File: src/rtl/seg7_pkg.sv
// Shared constants, FSM state type and helpers for the 7-segment receive monitor.
// Segment patterns are active-high {g,f,e,d,c,b,a}.
package seg7_pkg;

   localparam int SEG_A = 0;
   localparam int SEG_B = 1;
   localparam int SEG_C = 2;
   localparam int SEG_D = 3;
   localparam int SEG_E = 4;
   localparam int SEG_F = 5;
   localparam int SEG_G = 6;
   localparam int SEG_W = 7;

   localparam logic [6:0] PAT_0  = 7'h3F;
   localparam logic [6:0] PAT_1  = 7'h06;
   localparam logic [6:0] PAT_2  = 7'h5B;
   localparam logic [6:0] PAT_3  = 7'h4F;
   localparam logic [6:0] PAT_4  = 7'h66;
   localparam logic [6:0] PAT_5  = 7'h6D;
   localparam logic [6:0] PAT_6A = 7'h7D;
   localparam logic [6:0] PAT_6B = 7'h7C;
   localparam logic [6:0] PAT_7A = 7'h07;
   localparam logic [6:0] PAT_7B = 7'h27;
   localparam logic [6:0] PAT_8  = 7'h7F;
   localparam logic [6:0] PAT_9A = 7'h6F;
   localparam logic [6:0] PAT_9B = 7'h67;

   typedef enum logic [1:0] {
      SETTLE  = 2'd0,
      CAPTURE = 2'd1,
      HOLD    = 2'd2
   } state_e;

   // True when exactly one bit of v is set.
   function automatic logic is_onehot(input logic [31:0] v);
      return (v != 32'd0) && ((v & (v - 32'd1)) == 32'd0);
   endfunction

endpackage

File: src/rtl/seg7_pattern_decode.sv
// Combinational map from an active-high segment pattern to a BCD digit plus legal flag.
// Illegal patterns (including all-dark) report value 0 with legal_o low.
module seg7_pattern_decode
   import seg7_pkg::*;
(
   input  logic [6:0] seg_i,
   output logic [3:0] value_o,
   output logic       legal_o
);

   always_comb begin
      value_o = 4'd0;
      legal_o = 1'b1;
      case (seg_i)
         PAT_0:          value_o = 4'd0;
         PAT_1:          value_o = 4'd1;
         PAT_2:          value_o = 4'd2;
         PAT_3:          value_o = 4'd3;
         PAT_4:          value_o = 4'd4;
         PAT_5:          value_o = 4'd5;
         PAT_6A, PAT_6B: value_o = 4'd6;
         PAT_7A, PAT_7B: value_o = 4'd7;
         PAT_8:          value_o = 4'd8;
         PAT_9A, PAT_9B: value_o = 4'd9;
         default:        legal_o = 1'b0;
      endcase
   end

endmodule

File: src/rtl/seg7_scan_decoder.sv
// Receive-side monitor for a multiplexed common-anode 7-segment bus: synchronises the pins,
// waits for each scan slot to settle, decodes it and holds one BCD nibble per position.
module seg7_scan_decoder
   import seg7_pkg::*;
#(
   parameter int NUM_DIGITS    = 4,
   parameter int STABLE_CYCLES = 4
) (
   input  logic                    clk,
   input  logic                    rst,
   input  logic [6:0]              seg_n,
   input  logic [NUM_DIGITS-1:0]   an_n,
   output logic [4*NUM_DIGITS-1:0] digits_out,
   output logic [NUM_DIGITS-1:0]   digit_valid,
   output logic [NUM_DIGITS-1:0]   bad_pattern,
   output logic                    frame_done,
   output logic                    multi_anode_err
);

   localparam int         SW      = NUM_DIGITS + SEG_W;
   localparam logic [7:0] CNT_MAX = 8'(STABLE_CYCLES - 1);
   localparam logic [7:0] CNT_CAP = 8'(STABLE_CYCLES - 2);

   logic [SW-1:0]           s1_q, s2_q, prev_q;
   logic [7:0]              cnt_q, cnt_d;
   state_e                  state_q, state_d;
   logic                    match;
   logic                    capture_en;

   logic [4*NUM_DIGITS-1:0] digits_q, digits_d;
   logic [NUM_DIGITS-1:0]   valid_q, valid_d;
   logic [NUM_DIGITS-1:0]   bad_q, bad_d;
   logic [NUM_DIGITS-1:0]   seen_q, seen_d;
   logic                    frame_q, frame_d;
   logic                    merr_q, merr_d;

   logic [NUM_DIGITS-1:0]   an_act;
   logic [6:0]              seg_act;
   logic                    an_onehot;
   logic                    an_multi;
   logic [3:0]              dec_value;
   logic                    dec_legal;

   // Two-flop synchroniser plus the previous-sample register used for stability checks.
   always_ff @(posedge clk) begin
      if (rst) begin
         s1_q   <= '1;
         s2_q   <= '1;
         prev_q <= '1;
         cnt_q  <= '0;
      end else begin
         s1_q   <= {an_n, seg_n};
         s2_q   <= s1_q;
         prev_q <= s2_q;
         cnt_q  <= cnt_d;
      end
   end

   assign match = (s2_q == prev_q);

   always_comb begin
      cnt_d = 8'd0;
      if (match) begin
         cnt_d = (cnt_q == CNT_MAX) ? cnt_q : cnt_q + 8'd1;
      end
   end

   always_ff @(posedge clk) begin
      if (rst) begin
         state_q <= SETTLE;
      end else begin
         state_q <= state_d;
      end
   end

   // CAPTURE re-checks stability so a slot shorter than STABLE_CYCLES+1 pins cycles is dropped.
   always_comb begin
      state_d = state_q;
      case (state_q)
         SETTLE:  if (match && (cnt_q == CNT_CAP)) state_d = CAPTURE;
         CAPTURE: state_d = match ? HOLD : SETTLE;
         HOLD:    if (!match) state_d = SETTLE;
         default: state_d = SETTLE;
      endcase
   end

   always_comb begin
      capture_en = (state_q == CAPTURE) && match;
   end

   assign an_act    = ~prev_q[SW-1:SEG_W];
   assign seg_act   = ~prev_q[SEG_W-1:0];
   assign an_onehot = is_onehot(32'(an_act));
   assign an_multi  = (|an_act) && !an_onehot;

   seg7_pattern_decode u_decode (
      .seg_i   (seg_act),
      .value_o (dec_value),
      .legal_o (dec_legal)
   );

   // A capture in the frame_done cycle lands after the seen clear, counting toward the next frame.
   always_comb begin
      digits_d = digits_q;
      valid_d  = valid_q;
      bad_d    = bad_q;
      seen_d   = (&seen_q) ? '0 : seen_q;
      frame_d  = &seen_q;
      merr_d   = 1'b0;
      if (capture_en) begin
         if (an_multi) begin
            merr_d = 1'b1;
         end else if (an_onehot) begin
            for (int i = 0; i < NUM_DIGITS; i++) begin
               if (an_act[i]) begin
                  if (dec_legal) begin
                     digits_d[4*i +: 4] = dec_value;
                     valid_d[i]         = 1'b1;
                     bad_d[i]           = 1'b0;
                  end else begin
                     valid_d[i]         = 1'b0;
                     bad_d[i]           = 1'b1;
                  end
                  seen_d[i] = 1'b1;
               end
            end
         end
      end
   end

   always_ff @(posedge clk) begin
      if (rst) begin
         digits_q <= '0;
         valid_q  <= '0;
         bad_q    <= '0;
         seen_q   <= '0;
         frame_q  <= 1'b0;
         merr_q   <= 1'b0;
      end else begin
         digits_q <= digits_d;
         valid_q  <= valid_d;
         bad_q    <= bad_d;
         seen_q   <= seen_d;
         frame_q  <= frame_d;
         merr_q   <= merr_d;
      end
   end

   assign digits_out      = digits_q;
   assign digit_valid     = valid_q;
   assign bad_pattern     = bad_q;
   assign frame_done      = frame_q;
   assign multi_anode_err = merr_q;

endmodule
File: config.mk
export PLATFORM = sky130hd
export DESIGN_NAME = seg7_scan_decoder
export DESIGN_NICKNAME = d
export VERILOG_FILES = /design/src/rtl/seg7_pkg.sv /design/src/rtl/seg7_pattern_decode.sv /design/src/rtl/seg7_scan_decoder.sv
export SDC_FILE = /design/constraint.sdc
export NUM_CORES = 1
export LEC_CHECK = 0
export CORE_MARGIN = 4
export CORE_UTILIZATION = 45
export CTS_CLUSTER_DIAMETER = 120
export DETAILED_ROUTE_END_ITERATION = 16
export PLACE_DENSITY = 0.67
export SLEW_MARGIN = 20
export SYNTH_ARGS = -nofsm -noshare
export SYNTH_HDL_FRONTEND = slang
export SYNTH_SLANG_ARGS = --single-unit
File: constraint.sdc
create_clock -name clk -period 3.98 [get_ports clk]
set_clock_uncertainty 0.15 [all_clocks]
set_input_delay 0.995 -clock clk [delete_from_list [all_inputs] [get_ports clk]]
set_output_delay 0.995 -clock clk [all_outputs]
set_load 0.005 [all_outputs]
======== Word-level counts from Yosys, hierarchy flattened ========
Index checks and enable logic that the tools add are counted.
word-level totals
  bits in registers ....................... 73
  input bits .............................. 13
  output and inout bits ................... 26
  word-level logic and storage cells ...... 90
operators by class
  $add $sub $neg .......................... 2
  equality and inequality tests ........... 20
  mux-type cells .......................... 17
  bitwise logic cells ..................... 6
  reduce and logical (&&, ||, !) cells .... 25
operator list
  operator             count
  $eq 7x7->1 const B   9
  $pmux 4 s9           1
  $and 4x32->32        1
  $logic_not 32->1     1
  $reduce_and 4->1     5
  $reduce_and 5->1     4
  $eq 8x2->1 const B   2
  $mux 4               4
  $eq 7x3->1 const B   2
  $eq 7x6->1 const B   2
  $reduce_or 13->1     1
  $eq 11x11->1         1
  $reduce_or 2->1      5
  $add 8x1->8 const B  1
  $mux 1               8
  $not 7->7            1
  $mux 2               3
  $pmux 2 s3           1
  $sub 4x1->5 const B  1
  $logic_and 1x1->1    4
  $ne 2x2->1 const B   2
  $not 4->4            1
  $reduce_bool 4->1    1
  $reduce_or 4->1      1
  6 further kinds      8

======== Logic depth before layout (Yosys ltp) ========
Gate-level depths: netlist of the first run.
  word-level depth ........................ 9
  depth in mapped cells ................... 7

======== Cells and area by module ========
Synthesis of the first run repeated with hierarchy kept, for this count alone.
second synthesis, totals
  cell total of the unflattened synthesis .. 305
  area total of the unflattened synthesis .. 3,002.9 um^2
modules (own cells, without submodules)
  module               times used  cells an instance  area each (um^2)  sequential area each (um^2)
  seg7_scan_decoder    1           265                2,755.1           1,461.4
  seg7_pattern_decode  1           40                 247.7             0.0

======== Worst setup path before layout of the first run ========
No wires, ideal clock.
  kind .................................... register to register
  start ................................... reg prev_q[5]
  end ..................................... reg valid_q[1], in the netlist digit_valid[1]
  library setup time ...................... 0.125 ns
  data arrival time ....................... 1.793 ns
  required time ........................... 3.705 ns
  path slack .............................. 1.912 ns
  cell stages (with the launch flop) ...... 8
  path buffers ............................ 2
  clock period less this slack ............ 2.068 ns
  path through ............................ dfxtp_1 -> buf_6 -> xnor2_4 -> nand4_4 -> or4_1 -> buf_2 -> or3_1 -> nor3b_1
on the way
  word-level cells in the longest chain between the ends .. 5
  elaborated cells on any way between the ends .. 20
ends and longest elaborated chain
  element                             line                       RTL
  from (decl)                         seg7_scan_decoder.sv:24    logic [SW-1:0] s1_q, s2_q, prev_q;
  from (signal assigned)              seg7_scan_decoder.sv:54    prev_q <= s2_q;
  $not 7->7                           seg7_scan_decoder.sv:92    assign seg_act = ~prev_q[SEG_W-1:0];
  $eq 7x6->1 (tied with other cells)  seg7_pattern_decode.sv:14  case (seg_i)
  $reduce_or 13->1 (no source line)   n/a
  $mux 1                              seg7_pattern_decode.sv:14
  $mux 1                              seg7_scan_decoder.sv:116   if (dec_legal) begin
  to (signal assigned)                seg7_scan_decoder.sv:141   valid_q <= valid_d;
  to (decl)                           seg7_scan_decoder.sv:31    logic [NUM_DIGITS-1:0] valid_q, valid_d;
Parallel ways exist; a longest one is shown, timed or not.
A chain may end at the register's enable or synchronous reset.

======== Worst setup path in the final report of the first run ========
  start ................................... in rst
  end ..................................... reg merr_q, in the netlist multi_anode_err
on the way
  word-level cells in the longest chain between the ends .. 1
ends and longest elaborated chain
  element                           line                      RTL
  from (decl)                       seg7_scan_decoder.sv:10   input logic rst,
  $reduce_or 2->1 (no source line)  n/a
  to (signal assigned)              seg7_scan_decoder.sv:145  merr_q <= merr_d;
  to (decl)                         seg7_scan_decoder.sv:35   logic merr_q, merr_d;
Every way passes these cells.

==> results of run 1 <==
## power by group through the flow
| stage | logic (mW) | registers [mW] | clock network (mW) |
|---|---|---|---|
| 2_1_floorplan | 0.0498 | 0.768 | 0 |
| 3_3_place_gp | 0.0639 | 0.772 | 0 |
| 3_5_place_dp | 0.0648 | 0.773 | 0 |
| 4_1_cts | 0.0650 | 0.756 | 0.609 |
| 5_1_grt | 0.0713 | 0.757 | 0.640 |
| 6_report | 0.0641 | 0.755 | 0.597 |
## synth_stat cells, types with 3 or more instances
cell | number | share of area [%]
clkbuf_1 | 9 | 1.2
and3b_1 | 5 | 1.5
nand2_1 | 25 | 3.2
dfxtp_1 | 73 | 50
and3_1 | 4 | 0.86
nor3_1 | 4 | 0.69
xor2_1 | 6 | 1.8
o211ai_1 | 4 | 1.0
nand2b_1 | 3 | 0.65
buf_2 | 3 | 0.52
inv_1 | 4 | 0.52
a21oi_1 | 11 | 1.9
o21ai_0 | 8 | 1.4
nor3b_1 | 3 | 0.78
mux2i_1 | 7 | 2.4
nor2b_1 | 3 | 0.65
or4_1 | 4 | 1.0
buf_6 | 3 | 1.2
or2_2 | 33 | 7.1
nor2_1 | 17 | 2.2
xnor2_1 | 8 | 2.4
nand3_1 | 13 | 2.2
nand4_1 | 9 | 1.9
## flip-flops by register name, summed over array words and instances (netlist names)
name             count
cnt_q                8
digit_valid          4
prev_q              11
multi_anode_err      1
s1_q                11
frame_done           1
bad_pattern          4
digits_out          16
s2_q                11
seen_q               4
state_q              2
## how the worst max path moves through the flow
stage	from	endpoint	slack (ns)
after floorplan	prev_q[5]$_SDFF_PP1_	digit_valid[1]$_SDFFE_PP0P_	1.91
after global placement	rst	multi_anode_err$_SDFF_PP0_	1.15
after detailed placement	rst	multi_anode_err$_SDFF_PP0_	1.11
after CTS	rst	multi_anode_err$_SDFF_PP0_	1.45
after global routing	rst	multi_anode_err$_SDFF_PP0_	1.30
final	rst	multi_anode_err$_SDFF_PP0_	1.47
## routing by layer
layer	vias to the layer above	global-route usage (%)	wire length, um
met5	-	0	0
met4	0	5.769	94
met3	10	3.631	252
met2	43	21.96	2302
met1	967	19.85	2609
li1	1084	-	-
## worst max-delay path, stage by stage
cell	delay, ns
clkdlybuf4s50_1	0.41
inv_1	0.45
nand2_1	0.33
a2111oi_0	0.39
## through the flow
step	hold slack [ns]	total power [mW]	utilization (%)	setup WS, ns	area (sq um)
2_1_floorplan	0.2395	0.8175	-	1.912	2905
3_3_place_gp	0.2423	0.8361	52.38	1.155	3307
3_5_place_dp	0.2441	0.8374	52.38	1.111	3307
4_1_cts	0.2605	1.429	55.67	1.448	3515
5_1_grt	0.2702	1.469	55.67	1.303	3515
6_report	0.2592	1.417	55.67	1.465	3515
## layout make-up
cell class                      instances  area, sq um  share of cell area [%]
Sequential cell                        73         1461                   41.58
Multi-Input combinational cell        202         1346                   38.31
Timing Repair Buffer                   39        387.9                   11.04
Clock buffer                           14        172.7                   4.913
Tap cell                               77        96.34                   2.741
Clock inverter                          2        35.03                  0.9968
Inverter                                4        15.01                  0.4272
## logic make-up after synthesis
kind of cell	share of synthesized area, %
AND/OR/NAND/NOR	25.88
flip-flops	50.30
AO/OA/AOI/OAI	8.872
buffers and inverters	3.359
XOR/XNOR	7.235
multiplexers	2.799
adder cells (fa/ha/maj)	1.550
==> impl_metrics.csv, run 1 <==
group,metric,value,unit
timing,slew_headroom,60.39,%
clock_tree,ctsHtreeMaxLevel,3,
setup_path,worst-r2r-cell-count,5,
clock_tree,cts_root_buf,"clkbuf_8",
final_layout,layout_commonest_cell,"dfxtp_1",
place,routabilityCongestion,0.7401,
timing,setup-violations-final,0,
synthesis,synth-edff-count,0,
worst_hold_path,hp-class,"reg -> reg",
detailed_routing,avgRoutedWirePerCell,12.79,um
pwr,power.switching,0.2980,mW
synthesis,yosys_warnings,0,
timing,hold_viol_final,0,
setup_path,rr_endpoint,"digit_valid[1]$_SDFFE_PP0P_",
synthesis,syn_inst,294,
floorplanning,initial_core_util,46.02,%
timing,fin_crit,2.515,ns
setup_path,required,4.05,ns
clock_tree,post_cts_resize_count,0,
global_routing,grt_start_max_net_pins,49,
setup_path,cp_max_fo,20,
detailed_routing,ant_nets,0,
final_layout,final_net_count,344,
pwr,vdd_drop_max,0.2774,mV
detailed_routing,first_pass_iters,4,
pwr,pwr-share-comb,4.5,%
worst_hold_path,hold_end,"s2_q[7]$_SDFF_PP1_",
detailed_routing,via_per_inst,5.119,
clock_tree,path_clk_slew,0.07,ns
run,cap_violations,0,
synthesis,ys_seq_area_share,50.30,%
clock_tree,cts_setup_buffers,0,
worst_hold_path,min-delay-start,"s1_q[7]$_SDFF_PP1_",
final_layout,layout-drive-gt1-share,17.07,%
pwr,p_int,1.119,mW
detailed_routing,initialDrtViolationCount,92,
clock_tree,clk_latency,0.33,ns
place,place_hpwl,3752,um
setup_path,r2r-start,"prev_q[5]$_SDFF_PP1_",
global_routing,grt_pass1_wl,8811,um
detailed_routing,wirelength,5258,um
clock_tree,cts_tree,"built",
global_routing,grt_use_total,14.50,%
global_routing,grt_pass1_vias,1885,
setup_path,startpoint_type,"primary input",
timing,worst_pin_slew,0.5934,ns
synthesis,async_reset_ff_share,0,%
clock_tree,holdBufCountCts,0,
synthesis,syn_area_per_cell,9.882,sq um
floorplanning,pin_count,39,
synthesis,syn-cell-area,2905,sq um
pwr,sw_frac_of_total,21.03,%
floorplanning,rows,29,
clock_tree,clock_sinks,73,
final_layout,mostFrequentLayoutCells,"73 x dfxtp_1, 38 x clkdlybuf4s50_1, 33 x or2_2",
final_layout,nFillCells,595,
floorplanning,die-area,7806,sq um
pwr,seq_power_share,53.3,%
synthesis,yosys.cell_types.count,47,
final_layout,area_growth,20.97,%
synthesis,synth-seq-cells,73,
final_layout,stdcell_count,411,
setup_path,end_kind,"flip-flop",
detailed_routing,drcViolationCount,0,
floorplanning,die_height,88.35,um
place,portBuffers,38,
timing,rsz0062_at_grt,"no",
status,outcome,"finished, final reports clean",
synthesis,synth_flop_cell,"dfxtp_1",
timing,drv_slew,0,
timing,tns,0,ns
timing,fin_crit_sh,63.18,%
global_routing,antenna_found_initial,0,
setup_path,setup.worst_path.class,"in -> reg",
setup_path,reg2reg_setup_slack,1.59,ns
clock_tree,clockBufferDepth,2,
clock_tree,numCtsBuffers,9,
global_routing,gr-total-overflow,0,
pwr,power_frac_clock,42.2,%
setup_path,cp.arrival,2.58,ns
place,placed_cells,395,
final_layout,antennaDiodeCount,0,
pwr,leakage,1.304,nW
timing,fmax,0.3977,GHz
detailed_routing,num_vias,2104,
pwr,powerDensity,403.1,nW/um^2
floorplanning,dieWidth,88.35,um
synthesis,synth_fp_nets,309,
worst_hold_path,hold_depth,1,
floorplanning,core_region_area,6314,sq um
No activity file was read; power rests on OpenSTA's default activity.
==> run 2, diff against run 1 <==
--- a/config.mk
+++ b/config.mk
@@ -9,7 +9,7 @@
 export CORE_UTILIZATION = 45
 export CTS_CLUSTER_DIAMETER = 120
 export DETAILED_ROUTE_END_ITERATION = 16
-export PLACE_DENSITY = 0.67
+export PLACE_DENSITY = 0.7
 export SLEW_MARGIN = 20
 export SYNTH_ARGS = -nofsm -noshare
 export SYNTH_HDL_FRONTEND = slang
==> constraint.sdc (replaced) <==
create_clock -name clk -period 2.1 [get_ports clk]
set_clock_uncertainty 0.15 [all_clocks]
set_input_delay 0.525 -clock clk [delete_from_list [all_inputs] [get_ports clk]]
set_output_delay 0.525 -clock clk [all_outputs]
set_load 0.005 [all_outputs]
==> impl_metrics.csv, run 2 (same netlist as run 1, synthesis figures left out) <==
group,metric,value,unit
floorplanning,dieWidth,88.35,um
clock_tree,cts_root_buf,"clkbuf_8",
floorplanning,core_region_area,6314,sq um
global_routing,grt_use_total,16.03,%
setup_path,cp_slowest_stage_delay,0.42,ns
timing,setup-violations-final,1,
floorplanning,die_height,88.35,um
floorplanning,die-area,7806,sq um
detailed_routing,initialDrtViolationCount,80,
final_layout,mostFrequentLayoutCells,"70 x dfxtp_1, 38 x clkdlybuf4s50_1, 33 x or2_2",
final_layout,nFillCells,580,
timing,slew_headroom,66.82,%
timing,drv_slew,0,
final_layout,fin_util,59.61,%
timing,hold_slack,0.2584,ns
pwr,powerDensity,747.7,nW/um^2
place,portBuffers,38,
global_routing,grt_pass1_vias,2168,
final_layout,layout-drive-gt1-share,25.83,%
global_routing,grt_pass1_wl,9604,um
clock_tree,clk_latency,0.34,ns
worst_hold_path,hold_depth,1,
place,routabilityCongestion,0.7813,
timing,rsz0062_at_grt,"yes",
detailed_routing,ant_nets,0,
timing,layout_setup_ws,-0.0005398,ns
setup_path,crit_buf_inv,1,
final_layout,largest_register_ffs,16,
timing,fin_crit,2.101,ns
detailed_routing,avgRoutedWirePerCell,13.23,um
final_layout,area_growth,29.54,%
final_layout,final_net_count,370,
clock_tree,clock_sinks,73,
timing,fmax,0.4761,GHz
pwr,vdd_drop_max,0.5421,mV
run,cap_violations,0,
floorplanning,rows,29,
status,outcome,"finished, violations left",
setup_path,cp.arrival,2.23,ns
detailed_routing,via_per_inst,5.076,
pwr,leakage,1.442,nW
final_layout,regArea,1468,sq um
status,violations,"negative setup slack",
setup_path,startpoint_type,"flip-flop",
setup_path,required,2.23,ns
global_routing,antenna_found_initial,0,
final_layout,layout_commonest_cell,"dfxtp_1",
clock_tree,ctsHtreeMaxLevel,3,
timing,hold_viol_final,0,
worst_hold_path,hp-class,"reg -> reg",
setup_path,path_delay_family,"simple AND/OR/NAND/NOR gates",
detailed_routing,wirelength,5783,um
setup_path,cp_num_cells,6,
final_layout,antennaDiodeCount,0,
setup_path,cp_cell_sequence,"buf_4 > maj3_2 > or3_4 > a311o_1 > or2_0 > o21ai_0",
setup_path,worst-r2r-cell-count,6,
floorplanning,pin_count,39,
clock_tree,cts_tree,"built",
global_routing,gr-total-overflow,0,
final_layout,multi_input_area,1373,sq um
timing,fin_crit_sh,100.0,%
timing,worst_pin_slew,0.4932,ns
setup_path,cpMaxStageDelayCell,"a311o_1",
setup_path,end_kind,"flip-flop",
place,place_hpwl,4181,um
detailed_routing,first_pass_iters,4,
clock_tree,path_clk_slew,0.08,ns
global_routing,grt_start_max_net_pins,34,
clock_tree,clockBufferDepth,2,
detailed_routing,drcViolationCount,0,
detailed_routing,num_vias,2218,
clock_tree,numCtsBuffers,9,
place,post-place-ws,-0.04751,ns
pwr,p_total,2.814,mW
setup_path,setup.worst_path.class,"reg -> reg",
setup_path,cp_max_fo,7,
floorplanning,initial_core_util,46.02,%
[run 2: layer usage]
metal / part of all wire (%) / vias to the layer above / global-route usage [%]
li1: - / 1139 / -
met1: 46 / 1028 / 19.40
met2: 48 / 37 / 26.51
met3: 3.9 / 14 / 3.352
met4: 2.5 / 0 / 8.929
met5: 0 / - / 0
[run 2: cell type report]
| type | count | share of cell area, % |
|---|---|---|
| tap | 77 | 2.560 |
| multi-input combinational | 202 | 36.47 |
| sequential | 73 | 39.00 |
| inverter | 4 | 0.3989 |
| clock inverter | 5 | 2.061 |
| timing repair buffer | 65 | 15.49 |
| clock buffer | 11 | 4.023 |
[run 2: power breakdown]
| part | total [mW] | switching [mW] | internal (mW) |
|---|---|---|---|
| Sequential | 1.43 | 0.0166 | 1.41 |
| Clock | 1.23 | 0.496 | 0.729 |
| Combinational | 0.162 | 0.0711 | 0.0911 |
| Total | 2.81 | 0.584 | 2.23 |
[run 2: worst paths after layout]
| kind | start | to | slack (ns) |
|---|---|---|---|
| min reg2reg | s1_q[10]$_SDFF_PP1_ | s2_q[10]$_SDFF_PP1_ | 0.26 |
| max reg2reg | prev_q[5]$_SDFF_PP1_ | digits_out[4]$_SDFFE_PP0P_ | -0.0005 |
| max | prev_q[5]$_SDFF_PP1_ | digits_out[4]$_SDFFE_PP0P_ | -0.0005 |
| min | s1_q[10]$_SDFF_PP1_ | s2_q[10]$_SDFF_PP1_ | 0.26 |
[run 2: repair_timing]
action,in CTS,in global routing
endpoints found under the setup margin,7,18
pin swaps,1,3
buffers inserted,0,2
hold buffers,0,0
resized for setup,4,8
[run 2: stage by stage]
step	cell area [sq um]	setup TNS (ns)	cells
3_5_place_dp	3487	-0.1711	419
3_3_place_gp	3487	0	419
5_1_grt	3764	-0.8003	437
6_report	3764	-0.0005398	437
4_1_cts	3732	0	435
2_1_floorplan	2905	0	294
